## src/rtl/uart_pkg.sv

```systemverilog
// Shared UART definitions: receiver state encoding, baud divisor helper, default word width.
package uart_pkg;

  localparam int UART_DATA_BITS = 32;

  typedef enum logic [2:0] {
    IDLE  = 3'd0,
    START = 3'd1,
    DATA  = 3'd2,
    STOP  = 3'd3,
    BREAK = 3'd4
  } uart_rx_state_t;

  function automatic int baud_ticks(input int clk_hz, input int baud);
    return clk_hz / baud;
  endfunction

endpackage

```

## src/rtl/sync2.sv

```systemverilog
// Generic two-flop synchroniser for a single asynchronous bit, with a selectable reset value.
module sync2 #(
  parameter logic RESET_VAL = 1'b1
) (
  input  logic clk,
  input  logic rst_n,
  input  logic i_d,
  output logic o_q
);

  logic r_meta;
  logic r_sync;

  always_ff @(posedge clk or negedge rst_n) begin
    if (!rst_n) begin
      r_meta <= RESET_VAL;
      r_sync <= RESET_VAL;
    end else begin
      // NOTE: non-blocking assignments make both flops sample the old values, giving a true two-stage chain.
      r_meta <= i_d;
      r_sync <= r_meta;
    end
  end

  assign o_q = r_sync;

endmodule

```

## src/rtl/uart_rx.sv

```systemverilog
// UART receiver: start bit, DATA_BITS data bits LSB first, one stop bit; delivers words over valid/ready.
module uart_rx
  import uart_pkg::*;
#(
  parameter int CLK_FREQ_HZ = 100_000_000,
  parameter int BAUD_RATE   = 115200,
  parameter int DATA_BITS   = UART_DATA_BITS
) (
  input  logic                 clk,
  input  logic                 rst_n,
  input  logic                 rx_line,
  output logic [DATA_BITS-1:0] data_out,
  output logic                 data_valid,
  input  logic                 data_ready,
  output logic                 frame_err,
  output logic                 overrun,
  output logic                 busy
);

  localparam int BAUD_TICKS = baud_ticks(CLK_FREQ_HZ, BAUD_RATE);
  localparam int HALF       = BAUD_TICKS / 2;
  localparam int TICK_W     = (BAUD_TICKS > 1) ? $clog2(BAUD_TICKS) : 1;
  localparam int BIT_W      = $clog2(DATA_BITS + 1);

  localparam logic [TICK_W-1:0] TICK_LAST = TICK_W'(BAUD_TICKS - 1);
  localparam logic [TICK_W-1:0] TICK_MID  = TICK_W'(HALF - 1);
  localparam logic [BIT_W-1:0]  BIT_LAST  = BIT_W'(DATA_BITS - 1);

  uart_rx_state_t       r_state;
  uart_rx_state_t       w_state_next;
  logic [TICK_W-1:0]    r_tick_cnt;
  logic [BIT_W-1:0]     r_bit_cnt;
  logic [DATA_BITS-1:0] r_shift;
  logic [DATA_BITS-1:0] r_data_out;
  logic                 r_data_valid;
  logic                 r_frame_err;
  logic                 r_overrun;
  logic                 w_rx_s;
  logic                 w_tick_last;
  logic                 w_tick_mid;

  sync2 #(.RESET_VAL(1'b1)) u_sync (
    .clk  (clk),
    .rst_n(rst_n),
    .i_d  (rx_line),
    .o_q  (w_rx_s)
  );

  assign w_tick_last = (r_tick_cnt == TICK_LAST);
  assign w_tick_mid  = (r_tick_cnt == TICK_MID);

  always_comb begin
    // NOTE: the default assignment up front keeps every path assigned, so no latch is inferred.
    w_state_next = r_state;
    case (r_state)
      IDLE:    if (!w_rx_s) w_state_next = START;
      START:   if (w_tick_mid) w_state_next = w_rx_s ? IDLE : DATA;
      DATA:    if (w_tick_last && (r_bit_cnt == BIT_LAST)) w_state_next = STOP;
      STOP:    if (w_tick_last) w_state_next = w_rx_s ? IDLE : BREAK;
      BREAK:   if (w_rx_s) w_state_next = IDLE;
      default: w_state_next = IDLE;
    endcase
  end

  always_ff @(posedge clk or negedge rst_n) begin
    if (!rst_n) begin
      r_state      <= IDLE;
      r_tick_cnt   <= '0;
      r_bit_cnt    <= '0;
      r_shift      <= '0;
      r_data_out   <= '0;
      r_data_valid <= 1'b0;
      r_frame_err  <= 1'b0;
      r_overrun    <= 1'b0;
    end else begin
      r_state     <= w_state_next;
      r_frame_err <= 1'b0;
      r_overrun   <= 1'b0;
      if (r_data_valid && data_ready) r_data_valid <= 1'b0;

      case (r_state)
        IDLE, BREAK: begin
          r_tick_cnt <= '0;
          r_bit_cnt  <= '0;
        end
        START: begin
          r_tick_cnt <= w_tick_mid ? '0 : r_tick_cnt + TICK_W'(1);
        end
        DATA: begin
          if (w_tick_last) begin
            r_shift    <= {w_rx_s, r_shift[DATA_BITS-1:1]};
            r_bit_cnt  <= r_bit_cnt + BIT_W'(1);
            r_tick_cnt <= '0;
          end else begin
            r_tick_cnt <= r_tick_cnt + TICK_W'(1);
          end
        end
        STOP: begin
          if (w_tick_last) begin
            r_tick_cnt <= '0;
            if (!w_rx_s) begin
              r_frame_err <= 1'b1;
            end else if (!r_data_valid || data_ready) begin
              // A word accepted this very cycle frees the slot for the new one.
              r_data_out   <= r_shift;
              r_data_valid <= 1'b1;
            end else begin
              r_overrun <= 1'b1;
            end
          end else begin
            r_tick_cnt <= r_tick_cnt + TICK_W'(1);
          end
        end
        default: begin
          r_tick_cnt <= '0;
          r_bit_cnt  <= '0;
        end
      endcase
    end
  end

  assign data_out   = r_data_out;
  assign data_valid = r_data_valid;
  assign frame_err  = r_frame_err;
  assign overrun    = r_overrun;
  assign busy       = (r_state != IDLE);

endmodule
```

## config.mk

```make
export PLATFORM = sky130hd
export DESIGN_NAME = uart_rx
export DESIGN_NICKNAME = d
export VERILOG_FILES = /design/src/rtl/uart_pkg.sv /design/src/rtl/sync2.sv /design/src/rtl/uart_rx.sv
export SDC_FILE = /design/constraint.sdc
export NUM_CORES = 1
export LEC_CHECK = 0
export BUFFER_PORTS_ARGS = -buffer_cell sky130_fd_sc_hd__clkbuf_2
export CAP_MARGIN = 30
export CORE_MARGIN = 5
export CORE_UTILIZATION = 57
export DETAILED_ROUTE_END_ITERATION = 10
export PLACE_DENSITY = 0.78
export SLEW_MARGIN = 0
export SYNTH_ARGS = -nofsm -noshare
export SYNTH_HDL_FRONTEND = slang
export SYNTH_SLANG_ARGS = --single-unit
```

## constraint.sdc

```tcl
create_clock -name clk -period 2.3 [get_ports clk]
set_input_delay 0.23 -clock clk [delete_from_list [all_inputs] [get_ports clk]]
set_output_delay 0.23 -clock clk [all_outputs]
set_load 0.005 [all_outputs]
```

-- Word level (Yosys, flattened, before mapping)
Index checks and enable logic that the tools add are counted.
- bitwise operators: 1
- add/sub/neg operators: 2
- multiplexer cells: 25
- reduce and logical (&&, ||, !) cells: 12
- eq/ne operators: 13
- operator list (kind ; count):
    $mux W10 ; 2
    $pmux W10 S2 ; 1
    $mux W3 ; 6
    $pmux W3 S5 ; 1
    $mux W1 ; 12
    $pmux W6 S2 ; 1
    $add A10 B1 Y10 const B ; 1
    $eq A10 B10 Y1 const B ; 1
    $eq A10 B9 Y1 const B ; 1
    $ne A2 B2 Y1 const B ; 5
    $add A6 B1 Y6 const B ; 1
    $eq A3 B2 Y1 const B ; 2
    $eq A6 B5 Y1 const B ; 1
    $mux W6 ; 1
    $reduce_and A5 Y1 ; 1
    $reduce_and A2 Y1 ; 2
    $reduce_and A4 Y1 ; 1
    $reduce_or A2 Y1 ; 2
    $eq A3 B1 Y1 const B ; 1
    $eq A3 B3 Y1 const B ; 1
    $logic_not A3 Y1 ; 1
    $reduce_bool A3 Y1 ; 1
    $logic_and A1 B1 Y1 ; 2
    $mux W2 ; 1
    4 further kinds ; 4
- bits of input ports: 4
- output and inout port bits: 36
- flip-flop bits (word level): 88

-- Longest topological paths before layout
- depth in word-level cells: 6
- gate-level depth with buffers: 8
- mapped depth without buffers: 7

-- Cells and area by module
Synthesis repeated with hierarchy kept, for this count alone.
- cells, all modules: 263
- area, all modules: 3803.6 sq um
- by module, submodules not included (module ; area each (sq um) ; sequential area each (sq um) ; instances ; cells each):
    uart_rx ; 3751.1 ; 2152.1 ; 1 ; 261
    sync2 ; 52.6 ; 52.6 ; 1 ; 2

-- Worst setup path before layout
OpenSTA, ideal clock, no wires.
- path type: reg2reg
- start: register r_tick_cnt[2]
- end: register r_data_out[22] (netlist: data_out[22])
- required time: 2175 ps
- slack: 283 ps
- cell stages (with the launch flop): 7
- period minus slack after synthesis: 2017 ps
- arrival: 1893 ps
- cells stage by stage: dfrtp_1 -> or3b_4 -> nor4_4 -> and3_1 -> buf_4 -> buf_6 -> mux2_2
- cells in the longest elaborated chain, start to end: 2
- RTL lines (element ; line ; source):
    start, declared ; uart_rx.sv:31 ; logic [TICK_W-1:0] r_tick_cnt;
    start signal, assigned ; uart_rx.sv:87 ; r_tick_cnt <= w_tick_mid ? '0 : r_tick_cnt + TICK_W'(1);
    start signal, assigned ; uart_rx.sv:95 ; r_tick_cnt <= r_tick_cnt + TICK_W'(1);
    start signal, assigned ; uart_rx.sv:111 ; r_tick_cnt <= r_tick_cnt + TICK_W'(1);
    $eq A10 B10 Y1 ; uart_rx.sv:49 ; assign w_tick_last = (r_tick_cnt == TICK_LAST);
    $reduce_and A4 Y1 (no source line) ; - ;
    end signal, assigned ; uart_rx.sv:105 ; r_data_out <= r_shift;
    end, declared ; uart_rx.sv:34 ; logic [DATA_BITS-1:0] r_data_out;
Every way passes these cells.
A chain may end at the register's enable or synchronous reset.

-- Worst setup path after layout
- start: register r_tick_cnt[3]
- end: register r_shift[12]
- cells in the longest elaborated chain, start to end: 2
- RTL lines (element ; line ; source):
    $eq A10 B10 Y1 ; uart_rx.sv:49 ;
    $reduce_and A2 Y1 (no source line) ; - ;
    end signal, assigned ; uart_rx.sv:91 ; r_shift <= {w_rx_s, r_shift[DATA_BITS-1:1]};
    end, declared ; uart_rx.sv:33 ; logic [DATA_BITS-1:0] r_shift;
Every way passes these cells.

==> flow_metrics.py <==
metrics = {
    "worst_hold_path": {
        "hold-path-endpoint": "overrun",
        "hp-start": "data_ready",
        "whs_path_depth": 3,
        "hold_path_class": "input pin to register",
    },
    "pwr": {
        "power_mw": 2.63,
        "swShare_pct": 21.5,
        "p_seq_share_pct": 59.0,
        "p_sw_mw": 0.565,
        "combPwrFrac_pct": 1.5,
        "ir_drop_mv": 0.371,
        "p_leak_nw": 2.13,
        "power_density_nw_per_um2": 640,
        "p_int_mw": 2.06,
        "clkPwrFrac_pct": 39.5,
    },
    "setup_path": {
        "r2r-end": "r_shift[12]",
        "reg2reg_slack_ns": 0.18,
        "reg2reg_depth": 6,
        "worstSetupPathType": "register to register",
        "setup.worst_path.start_class": "register",
        "cp_slowest_cell": "dfrtp_1",
        "endpoint_kind": "register",
        "cp_slowest_stage_delay_ns": 0.43,
        "path_cells": "or3b_4, nor4_4, buf_4, nand3_2, buf_4, mux2_2",
        "r2r_start": "r_tick_cnt[3]",
        "crit_required_ns": 2.53,
        "cp_max_fo": 33,
        "crit_arrival_ns": 2.36,
        "cp_common_cell": "buf_4",
    },
    "yosys": {
        "syn_inst": 262,
        "synthTopCellsByArea": "dfrtp_1 (60%), mux2_2 (18%), nor2_1 (2.1%)",
        "syn_nets": 269,
        "yosys.area.top_type": "dfrtp_1",
        "synth.most_common_cell": "dfrtp_1",
        "yosysTopAreaCellShare_pct": 59.8,
        "synth_area_per_cell_sq_um": 13.7,
        "synth_top_family_by_area": "multiplexers",
        "syn_area_sq_um": 3600,
        "synthXorXnorAreaFrac_pct": 1.95,
        "yosys_most_used_dff": "dfrtp_1",
        "synth_commonest_cells": "dfrtp_1 (86), mux2_2 (58), nor2_1 (20), nand2_1 (8), inv_1 (7)",
        "synth.mux.area_fraction_pct": 20.3,
        "ys_ff_latch": 88,
        "synth_compound_area_share_pct": 3.41,
        "synth-edff-count": 0,
        "synth_adder_area_share_pct": 1.04,
        "synth_cell_type_count": 40,
        "synth-simple-area-share_pct": 9.04,
        "ys_seq_area_share_pct": 61.3,
        "async_flop_share_pct": 100,
        "ys_warn_count": 0,
    },
    "cts": {
        "cts-htree-levels": 3,
        "cts_tree": "yes",
        "numCtsBuffers": 9,
        "cts_resized": 0,
        "clock_path_buffers": 2,
        "cts_root_buffer": "clkbuf_8",
        "path_clk_slew_ns": 0.08,
        "cts.sinks": 88,
        "clk_latency_ns": 0.35,
    },
    "sta": {
        "finalMaxSlewViolations": 0,
        "period_needed_ns": 2.12,
        "setup_viol": 0,
        "period_share_pct": 92.3,
        "rsz0062_at_grt": "no",
        "finalHoldViolations": 0,
        "max_slew_margin_pct": 66.7,
        "worst-slew-pin-transition_ns": 0.500,
        "fin_tns_setup_ns": 0,
        "fmax_mhz": 471,
        "finalClockSkew_ns": 0.00762,
    },
    "place": {
        "place.gp.congestion": 0.846,
        "io_buffers": 39,
        "place_hpwl_um": 3810,
    },
    "floorplanning": {
        "fp.dieH_um": 89.5,
        "design.portCount": 40,
        "row_count": 29,
        "die_w_um": 89.5,
        "start_util_pct": 57.7,
        "die_area_sq_um": 8000,
        "coreArea_sq_um": 6240,
    },
    "drt": {
        "drc": 0,
        "final_antenna_net_count": 0,
        "wl_per_cell_um": 14.6,
        "wl_um": 5690,
        "num_vias": 2128,
        "drt_first_pass_iters": 4,
        "drt-initial-drc-count": 107,
        "via_per_inst": 5.46,
    },
    "layout": {
        "fin_nets": 315,
        "area_delta_synth_final_pct": 14.0,
        "n_fill_cell": 463,
        "diodes": 0,
        "final_util_pct": 65.7,
        "drive_gt1_share_pct": 40.3,
    },
    "global_route": {
        "grt_pass1_vias": 2096,
        "grt_use_total_pct": 15.9,
        "antenna_found_initial": 0,
        "grt.overflow.total": 0,
        "grt_pass1_wl_um": 9570,
        "grt_max_degree": 51,
    },
    "job": {
        "cap_violations": 0,
    },
    "run_status": {
        "outcome": "finished clean",
    },
}
[placed cells by master, fill, tap and decap left out, drive strengths merged, types with 2 or more instances in the layout]
cell / n
or3b: 2
nand3: 7
nand4: 5
xnor2: 5
nand2b: 2
dlygate4sd3: 2
ha: 3
inv: 9
buf: 8
nor3: 2
xor2: 3
o21ai: 6
nand2: 8
and3: 5
a311oi: 2
a21oi: 4
mux2: 64
clkinv: 3
nor2: 20
or4: 2
clkbuf: 47
dfrtp: 86
dfstp: 2
[registers in the layout (all words and copies together), names as in the netlist]
name and count:
overrun 1, u_sync.r_meta 1, r_tick_cnt 10, data_valid 1
data_out 32, r_shift 32, r_bit_cnt 6, r_state 3
u_sync.o_q 1, frame_err 1
[layer usage]
layer	track usage [%]	vias up	routed length, um	share of wire (%)
li1	-	1009	-	-
met5	0	-	0	0
met1	20.0	1069	2520	44
met2	25.1	42	2820	50
met4	9.34	0	95	1.7
met3	3.87	8	258	4.5
[metrics by stage]
step	cells	instance area [sq um]	setup WS [ns]	hold WS [ns]
2_1_floorplan	262	3600	0.283	-0.0656
3_3_place_gp	372	3890	0.254	0.231
3_5_place_dp	372	3890	0.207	0.239
4_1_cts	390	4100	0.179	0.185
5_1_grt	390	4100	0.0886	0.213
6_report	390	4100	0.178	0.203
[cell type report]
| type | instances | area, sq um | area share (%) |
|---|---|---|---|
| clock inverter | 7 | 70.1 | 1.71 |
| tap | 77 | 96.3 | 2.35 |
| multi-input combinational | 154 | 1290 | 31.4 |
| clock buffer | 9 | 124 | 3.02 |
| inverter | 7 | 26.3 | 0.640 |
| sequential | 88 | 2200 | 53.7 |
| timing repair buffer | 48 | 295 | 7.20 |
[logic make-up after synthesis]
kind of cell / Yosys count
AOI/OAI and AO/OA: 19
xor gates and xnor gates: 8
adders and majority gates: 3
buffers and inverters: 20
DFF: 88
muxes: 65
and+or+nand+nor: 59
[power by group through the flow]
| stage | combinational, mW | sequential (mW) | clock [mW] |
|---|---|---|---|
| floorplan | 0.00102 | 1.58 | 0 |
| global placement | 0.0378 | 1.58 | 0 |
| detailed placement | 0.0391 | 1.58 | 0 |
| CTS | 0.0417 | 1.55 | 1.07 |
| global route | 0.0461 | 1.55 | 1.14 |
| finish | 0.0384 | 1.55 | 1.04 |
[worst max-delay path by stage]
stage / startpoint / endpoint / depth (start not counted)
6_report: r_tick_cnt[3] / r_shift[12] / 6
5_1_grt: r_tick_cnt[3] / r_shift[18] / 6
4_1_cts: r_tick_cnt[3] / r_shift[18] / 6
3_5_place_dp: r_tick_cnt[3] / r_shift[12] / 6
3_3_place_gp: r_tick_cnt[3] / r_shift[14] / 6
2_1_floorplan: r_tick_cnt[2] / data_out[22] / 6
[worst max-delay path, delay by kind of cell (launching register included)]
family                 cells  cell delay [ns]
flip-flops                 1             0.43
AND/OR/NAND/NOR            3             0.74
multiplexers               1             0.32
buffers and inverters      2             0.49
[what timing repair did]
action / 4_1_cts / 5_1_grt
endpoints found under the hold margin: 37 / 0
hold buffers: 2 / 0
setup buffers: 0 / 0
setup endpoints to repair: 0 / 0
Note: power is estimated with default switching activity, not from simulation.
